File: src/rtl/vga_pic_bounce.sv
// VGA timing generator with ROM-picture overlay over a solid background.
// Define VGA_PIC_BOUNCE_EN to move the picture one STEP per frame, bouncing off the edges.
module vga_pic_bounce #(
    parameter int H_SYNC  = 96,
    parameter int H_BACK  = 48,
    parameter int H_VALID = 640,
    parameter int H_FRONT = 16,
    parameter int V_SYNC  = 2,
    parameter int V_BACK  = 33,
    parameter int V_VALID = 480,
    parameter int V_FRONT = 10,
    parameter int PIC_W   = 100,
    parameter int PIC_H   = 100,
    parameter int ADDR_W  = 14,
    parameter int RGB_W   = 16,
    parameter logic [RGB_W-1:0] BG_COLOR = 16'hFFFF,
    parameter int STEP    = 1
) (
    input  logic              sys_clk,
    input  logic              sys_rst,
    output logic              rom_rd_en,
    output logic [ADDR_W-1:0] rom_addr,
    input  logic [RGB_W-1:0]  rom_data,
    output logic              hsync,
    output logic              vsync,
    output logic              vga_de,
    output logic              frame_end,
    output logic [RGB_W-1:0]  vga_rgb
);

    localparam int H_TOTAL = H_SYNC + H_BACK + H_VALID + H_FRONT;
    localparam int V_TOTAL = V_SYNC + V_BACK + V_VALID + V_FRONT;
    localparam int HW      = $clog2(H_TOTAL);
    localparam int VW      = $clog2(V_TOTAL);
    localparam int H_START = H_SYNC + H_BACK;
    localparam int V_START = V_SYNC + V_BACK;

    logic [HW-1:0]     cnt_h;
    logic [VW-1:0]     cnt_v;
    logic              h_last;
    logic              frame_last;
    logic              h_act;
    logic              v_act;
    logic [HW-1:0]     px;
    logic [VW-1:0]     py;
    logic [HW-1:0]     pos_x;
    logic [VW-1:0]     pos_y;
    logic              pic_x;
    logic              pic_y;
    logic              in_pic;
    logic              in_pic_d;
    logic [ADDR_W-1:0] addr_c;
    logic [ADDR_W-1:0] addr_hold;

    assign h_last     = (cnt_h == HW'(H_TOTAL - 1));
    assign frame_last = h_last && (cnt_v == VW'(V_TOTAL - 1));

    always_ff @(posedge sys_clk or posedge sys_rst) begin
        if (sys_rst) begin
            cnt_h <= '0;
            cnt_v <= '0;
        end else if (h_last) begin
            cnt_h <= '0;
            cnt_v <= (cnt_v == VW'(V_TOTAL - 1)) ? '0 : cnt_v + 1'b1;
        end else begin
            cnt_h <= cnt_h + 1'b1;
        end
    end

    assign h_act = (cnt_h >= HW'(H_START)) &&
                   (cnt_h <= HW'(H_START + H_VALID - 1));
    assign v_act = (cnt_v >= VW'(V_START)) &&
                   (cnt_v <= VW'(V_START + V_VALID - 1));
    assign px    = cnt_h - HW'(H_START);
    assign py    = cnt_v - VW'(V_START);

    assign pic_x  = (px >= pos_x) && (px <= pos_x + HW'(PIC_W - 1));
    assign pic_y  = (py >= pos_y) && (py <= pos_y + VW'(PIC_H - 1));
    assign in_pic = h_act && v_act && pic_x && pic_y;

    // Row-major offset inside the picture; the product never exceeds PIC_W*PIC_H-1.
    assign addr_c = ADDR_W'(py - pos_y) * ADDR_W'(PIC_W) + ADDR_W'(px - pos_x);

    always_ff @(posedge sys_clk or posedge sys_rst) begin
        if (sys_rst) begin
            addr_hold <= '0;
        end else if (in_pic) begin
            addr_hold <= addr_c;
        end
    end

    assign rom_rd_en = in_pic;
    assign rom_addr  = in_pic ? addr_c : addr_hold;

    always_ff @(posedge sys_clk or posedge sys_rst) begin
        if (sys_rst) begin
            hsync     <= 1'b0;
            vsync     <= 1'b0;
            vga_de    <= 1'b0;
            in_pic_d  <= 1'b0;
            frame_end <= 1'b0;
        end else begin
            hsync     <= (cnt_h < HW'(H_SYNC));
            vsync     <= (cnt_v < VW'(V_SYNC));
            vga_de    <= h_act && v_act;
            in_pic_d  <= in_pic;
            frame_end <= frame_last;
        end
    end

    // ROM q arrives together with the registered sync/de, so the mux stays aligned.
    always_comb begin
        vga_rgb = '0;
        if (in_pic_d) begin
            vga_rgb = rom_data;
        end else if (vga_de) begin
            vga_rgb = BG_COLOR;
        end
    end

`ifdef VGA_PIC_BOUNCE_EN
    logic          dx;
    logic          dy;
    logic [HW+1:0] nx;
    logic [VW+1:0] ny;
    logic          x_hit;
    logic          y_hit;

    // Two guard bits: the top one flags a step below zero.
    always_comb begin
        nx = dx ? {2'b00, pos_x} + (HW+2)'(STEP)
                : {2'b00, pos_x} - (HW+2)'(STEP);
        ny = dy ? {2'b00, pos_y} + (VW+2)'(STEP)
                : {2'b00, pos_y} - (VW+2)'(STEP);
        x_hit = nx[HW+1] || (nx > (HW+2)'(H_VALID - PIC_W));
        y_hit = ny[VW+1] || (ny > (VW+2)'(V_VALID - PIC_H));
    end

    always_ff @(posedge sys_clk or posedge sys_rst) begin
        if (sys_rst) begin
            pos_x <= '0;
            pos_y <= '0;
            dx    <= 1'b1;
            dy    <= 1'b1;
        end else if (frame_last) begin
            if (x_hit) begin
                dx <= ~dx;
            end else begin
                pos_x <= nx[HW-1:0];
            end
            if (y_hit) begin
                dy <= ~dy;
            end else begin
                pos_y <= ny[VW-1:0];
            end
        end
    end
`else
    assign pos_x = HW'((H_VALID - PIC_W) / 2);
    assign pos_y = VW'((V_VALID - PIC_H) / 2);
`endif

endmodule

File: config.mk
export PLATFORM = sky130hd
export DESIGN_NAME = vga_pic_bounce
export DESIGN_NICKNAME = d
export VERILOG_FILES = /design/src/rtl/vga_pic_bounce.sv
export SDC_FILE = /design/constraint.sdc
export NUM_CORES = 1
export LEC_CHECK = 0
export CORE_AREA = 2 2 73 110
export CTS_BUF_LIST = sky130_fd_sc_hd__clkbuf_4
export DETAILED_ROUTE_END_ITERATION = 16
export DIE_AREA = 0 0 75 112
export PLACE_DENSITY = 0.79
export SKIP_LAST_GASP = 1
export SLEW_MARGIN = 20
export SYNTH_ARGS = -nofsm -noshare
export SYNTH_HDL_FRONTEND = slang
export SYNTH_SLANG_ARGS = --single-unit
File: constraint.sdc
create_clock -name sys_clk -period 6.4 [get_ports sys_clk]
set_input_delay 0.64 -clock sys_clk [delete_from_list [all_inputs] [get_ports sys_clk]]
set_output_delay 0.64 -clock sys_clk [all_outputs]
set_load 0.05 [all_outputs]
==> impl_metrics.ini, run 1 <==
[status]
status = completed

[finish]
final_util = 0.642
n_fill_cell = 627
fin_cells = 613
layout_common_cells = nand2_1 (63), clkdlybuf4s50_1 (49), ha_1 (44), inv_1 (36), dfrtp_1 (35)
fin_area_um2 = 4790
fin_nets = 581
layout_commonest_cell = nand2_1
drive_gt1_frac = 0.122
syn2layout_area_growth_pct = 18.8

[timing]
final.period_utilization = 0.963
setup_ws_ps = 235
slew_headroom = 0.438
hold_viol = 0
fin_skew_ps = 11.0
report.final.slew_viol_count = 0
clock.fmax_ghz = 0.162
setup_violations = 0
worst_pin_slew_ps = 842
final.min_clock_period_ps = 6160

[power]
p_sw_uw = 95.6
leakage_nw = 2.26
internal_power_uw = 303
swShare = 0.240
power.density_nw_per_um2 = 83.1
p_seq_frac = 0.619
power_frac_comb = 0.039
power_frac_clock = 0.343
peakVddDrop_uv = 93.8

[detailed_routing]
ant_nets = 0
num_vias = 3456
drtIter0Drc = 78
drc = 0
vias_per_cell = 5.64
wirelength_mm = 9.00
dr.pass1.iters = 5
routedWlPerCell_um = 14.7

[setup_path]
r2r-start = cnt_v[3]$_DFFE_PP0N_
r2r_cells = 16
worst-r2r-setup-slack_ps = 1330
crit_path_start = cnt_v[3]$_DFFE_PP0N_
reg2reg_to = addr_hold[12]$_DFF_PP0_
critPathMaxFanout = 16
cp.arrival_ps = 5520
path_class = reg -> out
worstPathRequired_ps = 5760
end_kind = output pin
cp-start-kind = flop

[yosys]
synth_xor_xnor_area_share = 0.117
synthAdderAreaFrac = 0.180
syn_inst = 464
synth_compound_area_frac = 0.188
yosysUniqueCellTypes = 72
synth_top_family_by_area = compound AO/OA/AOI/OAI gates
synthSimpleGateAreaFrac = 0.185
yosysWarnings = 0
syn-num-nets = 536
syn_area_um2 = 4040
synth.area.top_cells = dfrtp_1 (24%), ha_1 (15%), xnor2_1 (8.0%)
synthFlopType = dfrtp_1
async_flop_share = 1.00
seq_area_frac_synth = 0.242
synth_top_area_share = 0.242
synth_edf_count = 0
yosys-mux-area-fraction = 0.0217
ys_ff_latch = 39
synth_area_leader_cell = dfrtp_1
syn_area_per_cell_um2 = 8.70

[placement]
place_inst = 598
hpwl_mm = 6.90
place_area_um2 = 4610
gp_congestion = 0.893
dpl_worst_slack_ps = 438
port-buffer-count = 52

[cts]
cts_tree = built
cts_made_buffers = 5
clkSinkCount = 39
cts.reportedPaths.clkPinSlew_ps = 130
holdBufCountCts = 0
htree_levels = 2
cts_max_path_buffers = 2
cts_root_buf = clkbuf_4
clk_latency_ps = 370

[die]
die_height_um = 112
dieArea_um2 = 8400
die_w_um = 75
core_area_um2 = 7470
ioPinCount = 53
rows = 39
initial_core_util = 0.541

[min_path]
min_to = addr_hold[11]$_DFF_PP0_
holdPathStages = 2
worstHoldStart = addr_hold[11]$_DFF_PP0_
hp-class = reg -> reg

[grt]
antenna_found_initial = 1
grt_max_degree = 40
grt_pass1_vias = 3264
grt_usage = 0.219
grt_overflow_total = 0
grt_pass1_wl_mm = 14.5

[job]
drv_cap = 0
-- metrics by stage --
stage	hold slack [ps]	TNS [ps]	power, mW
finish	485	0	0.398
global route	526	-9.61	0.416
CTS	495	0	0.405
detailed placement	465	0	0.267
global placement	453	0	0.267
floorplan	494	0	0.255
-- area by class of cell --
class | count | area, um^2 | share of cell area
antenna | 1 | 2.50 | 0.000522
clock buffer | 6 | 45.0 | 0.00940
clock inverter | 2 | 12.5 | 0.00261
inverter | 37 | 139 | 0.0290
multi-input combinational | 362 | 2870 | 0.599
sequential | 39 | 981 | 0.205
tap | 102 | 128 | 0.0266
timing repair buffer | 64 | 616 | 0.128
-- registers in the layout (all words and copies together) (netlist names) --
name,cells
addr_hold,14
cnt_h,10
cnt_v,10
frame_end,1
hsync,1
in_pic_d,1
vga_de,1
vsync,1
-- cell families after synthesis --
family                   count (synthesis)
adder cells (fa/ha/maj)                 54
XOR/XNOR                                53
multiplexers                             8
buffers and inverters                   63
flip-flops                              39
AND/OR/NAND/NOR                        149
AO/OA/AOI/OAI                           98
-- power by group through the flow --
| stage | clock network [mW] | logic [mW] | registers [mW] |
|---|---|---|---|
| finish | 0.136 | 0.0154 | 0.246 |
| floorplan | 0 | 0.00363 | 0.251 |
| global route | 0.153 | 0.0173 | 0.246 |
| CTS | 0.143 | 0.0159 | 0.246 |
| global placement | 0 | 0.0156 | 0.251 |
| detailed placement | 0 | 0.0160 | 0.251 |
-- metal layers --
metal | share of wire | GRT usage | vias up
met5 | 0 | 0 | -
met2 | 0.54 | 0.400 | 96
li1 | - | - | 1698
met1 | 0.38 | 0.241 | 1638
met4 | 0.036 | 0.0917 | 0
met3 | 0.044 | 0.0326 | 24
-- synth_stat cells, drive strengths merged, types with 6 or more instances --
cell type	count
buf	8
nand4	6
fa	7
dfrtp	39
ha	47
a21oi	18
nor2	23
o211ai	7
clkbuf	18
xnor2	37
mux2	6
inv	37
nand2	64
nand3	14
a21o	8
xor2	16
nor2b	6
o21ai	18
nor3	7
-- critical path, cell delays in order, from the launching register on --
cell,delay (ps)
dfrtp_1,630
a2111o_1,540
a211o_1,370
and2_4,180
o21a_1,130
nor2_2,210
inv_1,70
ha_1,310
ha_1,330
fa_1,510
ha_1,350
xnor2_1,190
ha_2,340
mux2i_1,130
a311oi_1,200
o311ai_0,170
mux2_2,300
buf_4,190
-- what timing repair did --
action	4_1_cts	5_1_grt
gates resized for setup	1	15
pin swaps	0	2
buffers inserted	0	6
endpoints found under the setup margin	1	4
-- worst max path at each step --
stage | cells past startpoint | slack (ps) | endpoint
after floorplan | 25 | 720 | rom_addr[13]
after global placement | 19 | 520 | rom_addr[12]
after detailed placement | 19 | 440 | rom_addr[12]
after CTS | 19 | 40 | rom_addr[12]
after global routing | 17 | -10 | rom_addr[12]
final | 17 | 240 | rom_addr[12]
Power figures use the tool's default switching activity.
==> inputs of run 2 (changes only) <==
--- a/config.mk
+++ b/config.mk
@@ -5,11 +5,13 @@
 export SDC_FILE = /design/constraint.sdc
 export NUM_CORES = 1
 export LEC_CHECK = 0
+export ABC_AREA = 1
+export ABC_CLOCK_PERIOD_IN_PS = 6400
 export CORE_AREA = 2 2 73 110
 export CTS_BUF_LIST = sky130_fd_sc_hd__clkbuf_4
 export DETAILED_ROUTE_END_ITERATION = 16
 export DIE_AREA = 0 0 75 112
-export PLACE_DENSITY = 0.79
+export PLACE_DENSITY = 0.78
 export SKIP_LAST_GASP = 1
 export SLEW_MARGIN = 20
 export SYNTH_ARGS = -nofsm -noshare
==> run 2 against run 1 <==
Against the previous run:
- via count up 8.7%
- critical path depth grew 11
- count of clock-buffer cells in the layout unchanged
- worst hold slack better by 2.6 ps
- core utilization fell by 0.18 points
- total power increased by 18%
- non-clock buffer count is 8 lower
- setup slack better by 140 ps
- sequential cell count stayed put
- combinational power about the same
- register-to-register slack better by 110 ps
==> impl_metrics.ini, run 2 <==
[yosys]
synthFlopType = dfrtp_1
synth.area.top_cells = dfrtp_1 (25%), ha_1 (15%), nand2_1 (14%)
seq_area_frac_synth = 0.245
yosysWarnings = 0
syn-num-nets = 627
synth_area_leader_cell = dfrtp_1
async_flop_share = 1.00
synth_edf_count = 0
syn_inst = 555
syn_area_um2 = 3980
yosysUniqueCellTypes = 37
ys_ff_latch = 39
yosysMostFrequentCell = nand2_1
syn_area_per_cell_um2 = 7.17
synth_common_cells = nand2_1 (149), inv_1 (84), ha_1 (47)
synth_top_area_share = 0.245

[placement]
gp_congestion = 0.896
port-buffer-count = 52
dpl_worst_slack_ps = 354
hpwl_mm = 7.44
place_area_um2 = 4590

[die]
die_w_um = 75
initial_core_util = 0.533
dieArea_um2 = 8400
rows = 39
core_area_um2 = 7470
ioPinCount = 53
die_height_um = 112

[grt]
grt_pass1_vias = 3612
grt_max_degree = 40
grt_usage = 0.228
grt_overflow_total = 0
grt_pass1_wl_mm = 15.1
antenna_found_initial = 0

[finish]
fin_nets = 683
top_regs = addr_hold (14), cnt_h (10), cnt_v (10)
layout_commonest_cell = nand2_1
largest_register_ff_count = 14
fin_area_um2 = 4780
regMostFlops = addr_hold
antennaDiodeCount = 0
drive_gt1_frac = 0.0980
layout_common_cells = nand2_1 (149), inv_1 (84), clkdlybuf4s50_1 (49), ha_1 (44), nand3_1 (39)
n_fill_cell = 695
final_util = 0.640
syn2layout_area_growth_pct = 20.1

[setup_path]
end_kind = output pin
critPathMaxFanout = 5
cpPeakStageDelay_ps = 530
path_class = reg -> out
worstPathRequired_ps = 5760
cp-start-kind = flop
worst-r2r-setup-slack_ps = 1440
crit_slowest_cell = fa_1
cp.arrival_ps = 5390
cpMostUsedCell = inv_1

[cts]
cts_tree = built
holdBufCountCts = 0
clk_latency_ps = 370
cts.reportedPaths.clkPinSlew_ps = 130
cts_made_buffers = 5
clkSinkCount = 39
htree_levels = 2
cts_max_path_buffers = 2
cts_root_buf = clkbuf_4

[detailed_routing]
num_vias = 3756
routedWlPerCell_um = 12.8
dr.pass1.iters = 7
ant_nets = 0
wirelength_mm = 9.16
drtIter0Drc = 163
vias_per_cell = 5.26
drc = 0

[timing]
rsz0062_at_grt = false
hold_viol = 0
setup_ws_ps = 375
clock.fmax_ghz = 0.166
final.min_clock_period_ps = 6030
setup_violations = 0
fin_skew_ps = 22.1
final.period_utilization = 0.941
fin_tns_setup_ps = 0
slew_headroom = 0.307
worst_pin_slew_ps = 1030
report.final.slew_viol_count = 0

[power]
swShare = 0.190
p_sw_uw = 89.6
peakVddDrop_uv = 168
internal_power_uw = 382
power_frac_clock = 0.445
leakage_nw = 2.58
power_frac_comb = 0.033
power.density_nw_per_um2 = 98.6
p_seq_frac = 0.523

[job]
drv_cap = 0

[min_path]
hp-class = reg -> reg

[status]
status = completed
==> run 2: changes by cell type after synthesis, sizes merged, moves of 13 or more <==
| cell | before | now |
|---|---|---|
| inv | 37 | 89 |
| nand3 | 14 | 41 |
| clkbuf | 18 | 5 |
| nand2 | 64 | 163 |
| nor2 | 23 | 38 |
| xnor2 | 37 | 10 |
==> run 2: cell families after synthesis <==
group	share of synthesized area
AND/OR/NAND/NOR	0.302
flip-flops	0.245
AO/OA/AOI/OAI	0.0993
buffers and inverters	0.0958
XOR/XNOR	0.0751
adder cells (fa/ha/maj)	0.183
==> run 2: worst paths after layout <==
check,startpoint,end,cells after the start
worst max-delay path,cnt_v[1]$_DFFE_PP0N_,rom_addr[13],28
worst min-delay path,addr_hold[6]$_DFF_PP0_,addr_hold[6]$_DFF_PP0_,2
worst max register to register,cnt_v[1]$_DFFE_PP0N_,addr_hold[13]$_DFF_PP0_,27
worst min register to register,addr_hold[6]$_DFF_PP0_,addr_hold[6]$_DFF_PP0_,2
max in group asynchronous,sys_rst,cnt_v[1]$_DFFE_PP0N_,3
min in group asynchronous,sys_rst,addr_hold[6]$_DFF_PP0_,3
==> run 2: layer usage <==
layer	track usage	up-vias	wire, um	part of all wire
li1	-	1902	-	-
met1	0.248	1726	3540	0.39
met2	0.405	103	4780	0.52
met3	0.0371	25	431	0.047
met4	0.119	0	415	0.045
met5	0	-	0	0
==> run 2: power by group through the flow <==
stage	Sequential, mW	Combinational, mW	Clock (mW)
3_3_place_gp	0.251	0.0154	0
2_1_floorplan	0.251	0.00363	0
4_1_cts	0.246	0.0159	0.215
3_5_place_dp	0.251	0.0158	0
5_1_grt	0.246	0.0170	0.228
6_report	0.246	0.0153	0.210
==> run 2: timing repair <==
action	4_1_cts	5_1_grt
endpoints found under the hold margin	0	0
endpoints found under the setup margin	1	4
pin swaps	0	2
cloned	0	0
buffers inserted	0	3
resized for setup	1	14
==> run 2: final cells by class <==
cell class,instances,area (um^2),share of cell area
clock buffers,6,45.0,0.00942
clock inverters,2,60.1,0.0126
multi-input cells,419,2680,0.561
inverters,90,339,0.0709
repair buffers,56,548,0.115
well taps,102,128,0.0267
flip-flops and latches,39,978,0.205
==> run 2: metrics by stage <==
stage / hold WS [ps] / power [mW] / instances
4_1_cts: 493 / 0.477 / 711
3_5_place_dp: 463 / 0.267 / 703
6_report: 488 / 0.471 / 714
2_1_floorplan: 487 / 0.255 / 555
5_1_grt: 516 / 0.491 / 714
3_3_place_gp: 456 / 0.266 / 703
==> run 2: worst max-delay path: cells and delay by family (launching register included) <==
family | cells | cell delay, ps
XOR/XNOR | 2 | 310
buffers and inverters | 9 | 700
AO/OA/AOI/OAI | 3 | 670
adder cells (fa/ha/maj) | 7 | 2150
flip-flops | 1 | 460
AND/OR/NAND/NOR | 7 | 730
==> inputs of run 3 (changes only) <==
--- a/config.mk
+++ b/config.mk
@@ -11,7 +11,7 @@
 export CTS_BUF_LIST = sky130_fd_sc_hd__clkbuf_4
 export DETAILED_ROUTE_END_ITERATION = 16
 export DIE_AREA = 0 0 75 112
-export PLACE_DENSITY = 0.78
+export PLACE_DENSITY = 0.75
 export SKIP_LAST_GASP = 1
 export SLEW_MARGIN = 20
 export SYNTH_ARGS = -nofsm -noshare
==> run 3 against run 2 <==
Against the previous run:
- design area rose by 0.37%
- global-route usage fell by 0.53 points
- clock skew fell by 8.1 ps
- final cell count rose by 0.56%
- fmax fell by 0.22%
- register-to-register slack barely moved
- non-clock buffer count rose by 4
- via count fell by 3.0%
- sequential cell count did not move
- largest cell class unchanged
- largest power group unchanged
==> impl_metrics.ini, run 3 (synthesis results as in run 2) <==
[placement]
port-buffer-count = 52
hpwl_mm = 7.50
dpl_worst_slack_ps = 355
gp_congestion = 0.912
place_area_um2 = 4590
place_inst = 703

[cts]
cts_tree = built
cts_max_path_buffers = 2
holdBufCountCts = 0
htree_levels = 2
clk_latency_ps = 350
cts_made_buffers = 5
cts.reportedPaths.clkPinSlew_ps = 110
clkSinkCount = 39
cts_root_buf = clkbuf_4

[setup_path]
critical-path-top-delay-family = adder cells
end_kind = output pin
critPathMaxFanout = 7
path_depth = 19
reg2reg_to = addr_hold[13]$_DFF_PP0_
path_cells = inv_1 -> ha_4 -> inv_1 -> nor3_4 -> buf_4 -> xor2_1 -> ha_1 -> ha_1 -> inv_1 -> fa_1 -> inv_1 -> ha_1 -> inv_1 -> xor2_1 -> inv_1 -> ha_1 -> nand3_1 -> a31oi_1 -> clkdlybuf4s50_1
crit_slowest_cell = clkdlybuf4s50_1
r2r-start = cnt_v[0]$_DFFE_PP0N_
worstPathRequired_ps = 5760
r2r_cells = 26
path_class = reg -> out
cpPeakStageDelay_ps = 830
cpMostUsedCell = inv_1
cp-start-kind = flop
critPathBufInv = 8
cp.arrival_ps = 5400
worst-r2r-setup-slack_ps = 1430

[timing]
fin_tns_setup_ps = 0
slew_headroom = 0.331
setup_violations = 0
report.final.slew_viol_count = 0
final.min_clock_period_ps = 6040
final.period_utilization = 0.944
worst_pin_slew_ps = 994
fin_skew_ps = 13.9
clock.fmax_ghz = 0.166
hold_viol = 0
setup_ws_ps = 361

[finish]
multi_input_area_um2 = 2670
n_fill_cell = 668
syn2layout_area_growth_pct = 20.5
largest_register_ff_count = 14
fin_nets = 687
seqCellArea_um2 = 978
drive_gt1_frac = 0.102
antennaDiodeCount = 0
fin_cells = 718
layout_common_cells = nand2_1 (149), inv_1 (84), clkdlybuf4s50_1 (49), ha_1 (45), nand3_1 (39)
top_regs = addr_hold (14), cnt_h (10), cnt_v (10)
layout_commonest_cell = nand2_1
fin_area_um2 = 4800
regMostFlops = addr_hold

[grt]
antenna_found_initial = 0
grt_pass1_vias = 3542
grt_usage = 0.223
grt_overflow_total = 0
grt_pass1_wl_mm = 14.8
grt_max_degree = 40

[power]
leakage_nw = 2.60
power.density_nw_per_um2 = 97.5
power_uw = 467
peakVddDrop_uv = 143

[die]
core_area_um2 = 7470
rows = 39
die_w_um = 75
dieArea_um2 = 8400
die_height_um = 112
initial_core_util = 0.533
ioPinCount = 53

[detailed_routing]
ant_nets = 0
drtIter0Drc = 127
wirelength_mm = 8.95
routedWlPerCell_um = 12.5
drc = 0
num_vias = 3644
vias_per_cell = 5.08
dr.pass1.iters = 5

[min_path]
worstHoldStart = addr_hold[7]$_DFF_PP0_
min_to = addr_hold[7]$_DFF_PP0_
holdPathStages = 2
hp-class = reg -> reg

[status]
status = completed

[job]
drv_cap = 0
run 3: power by group:
group | total, mW | internal [mW] | switching (mW)
registers | 0.246 | 0.246 | 0
clock network | 0.206 | 0.126 | 0.0799
logic | 0.0152 | 0.00937 | 0.00579
run 3: final cells by class:
class                   instances  share of cell area
well taps                     102              0.0266
flip-flops and latches         39               0.204
clock buffers                   6             0.00939
multi-input cells             419               0.556
clock inverters                 2              0.0125
repair buffers                 60               0.121
inverters                      90              0.0707
run 3: worst max path at each step:
stage                                    start            to  slack [ps]
after floorplan           cnt_v[0]$_DFFE_PP0N_  rom_addr[13]         860
after global placement    cnt_v[0]$_DFFE_PP0N_  rom_addr[11]         530
after detailed placement  cnt_v[0]$_DFFE_PP0N_  rom_addr[11]         360
after CTS                 cnt_v[0]$_DFFE_PP0N_  rom_addr[13]          70
after global routing      cnt_v[0]$_DFFE_PP0N_  rom_addr[13]          -5
final                     cnt_v[0]$_DFFE_PP0N_  rom_addr[10]         360
run 3: repair_timing:
item,CTS,global route
setup endpoints to repair,1,4
pin swaps,0,2
resized for setup,1,13
endpoints found under the hold margin,0,0
buffers inserted,0,7
run 3: routing by layer:
| layer | share of wire | global-route usage |
|---|---|---|
| met1 | 0.39 | 0.231 |
| met2 | 0.53 | 0.413 |
| met3 | 0.040 | 0.0308 |
| met4 | 0.041 | 0.110 |
| met5 | 0 | 0 |
run 3: per-stage QoR:
stage / util / hold slack (ps)
2_1_floorplan: - / 487
3_3_place_gp: 0.615 / 457
3_5_place_dp: 0.615 / 462
4_1_cts: 0.629 / 492
5_1_grt: 0.643 / 513
6_report: 0.643 / 484
run 3: worst reg2reg max path: cells and delay by family, from the launching register on:
| family | cells | cell delay (ps) |
|---|---|---|
| buffers and inverters | 9 | 830 |
| adders and majority gates | 6 | 2090 |
| AOI/OAI and AO/OA | 3 | 350 |
| xor gates and xnor gates | 2 | 360 |
| DFF | 1 | 450 |
| and+or+nand+nor | 6 | 790 |
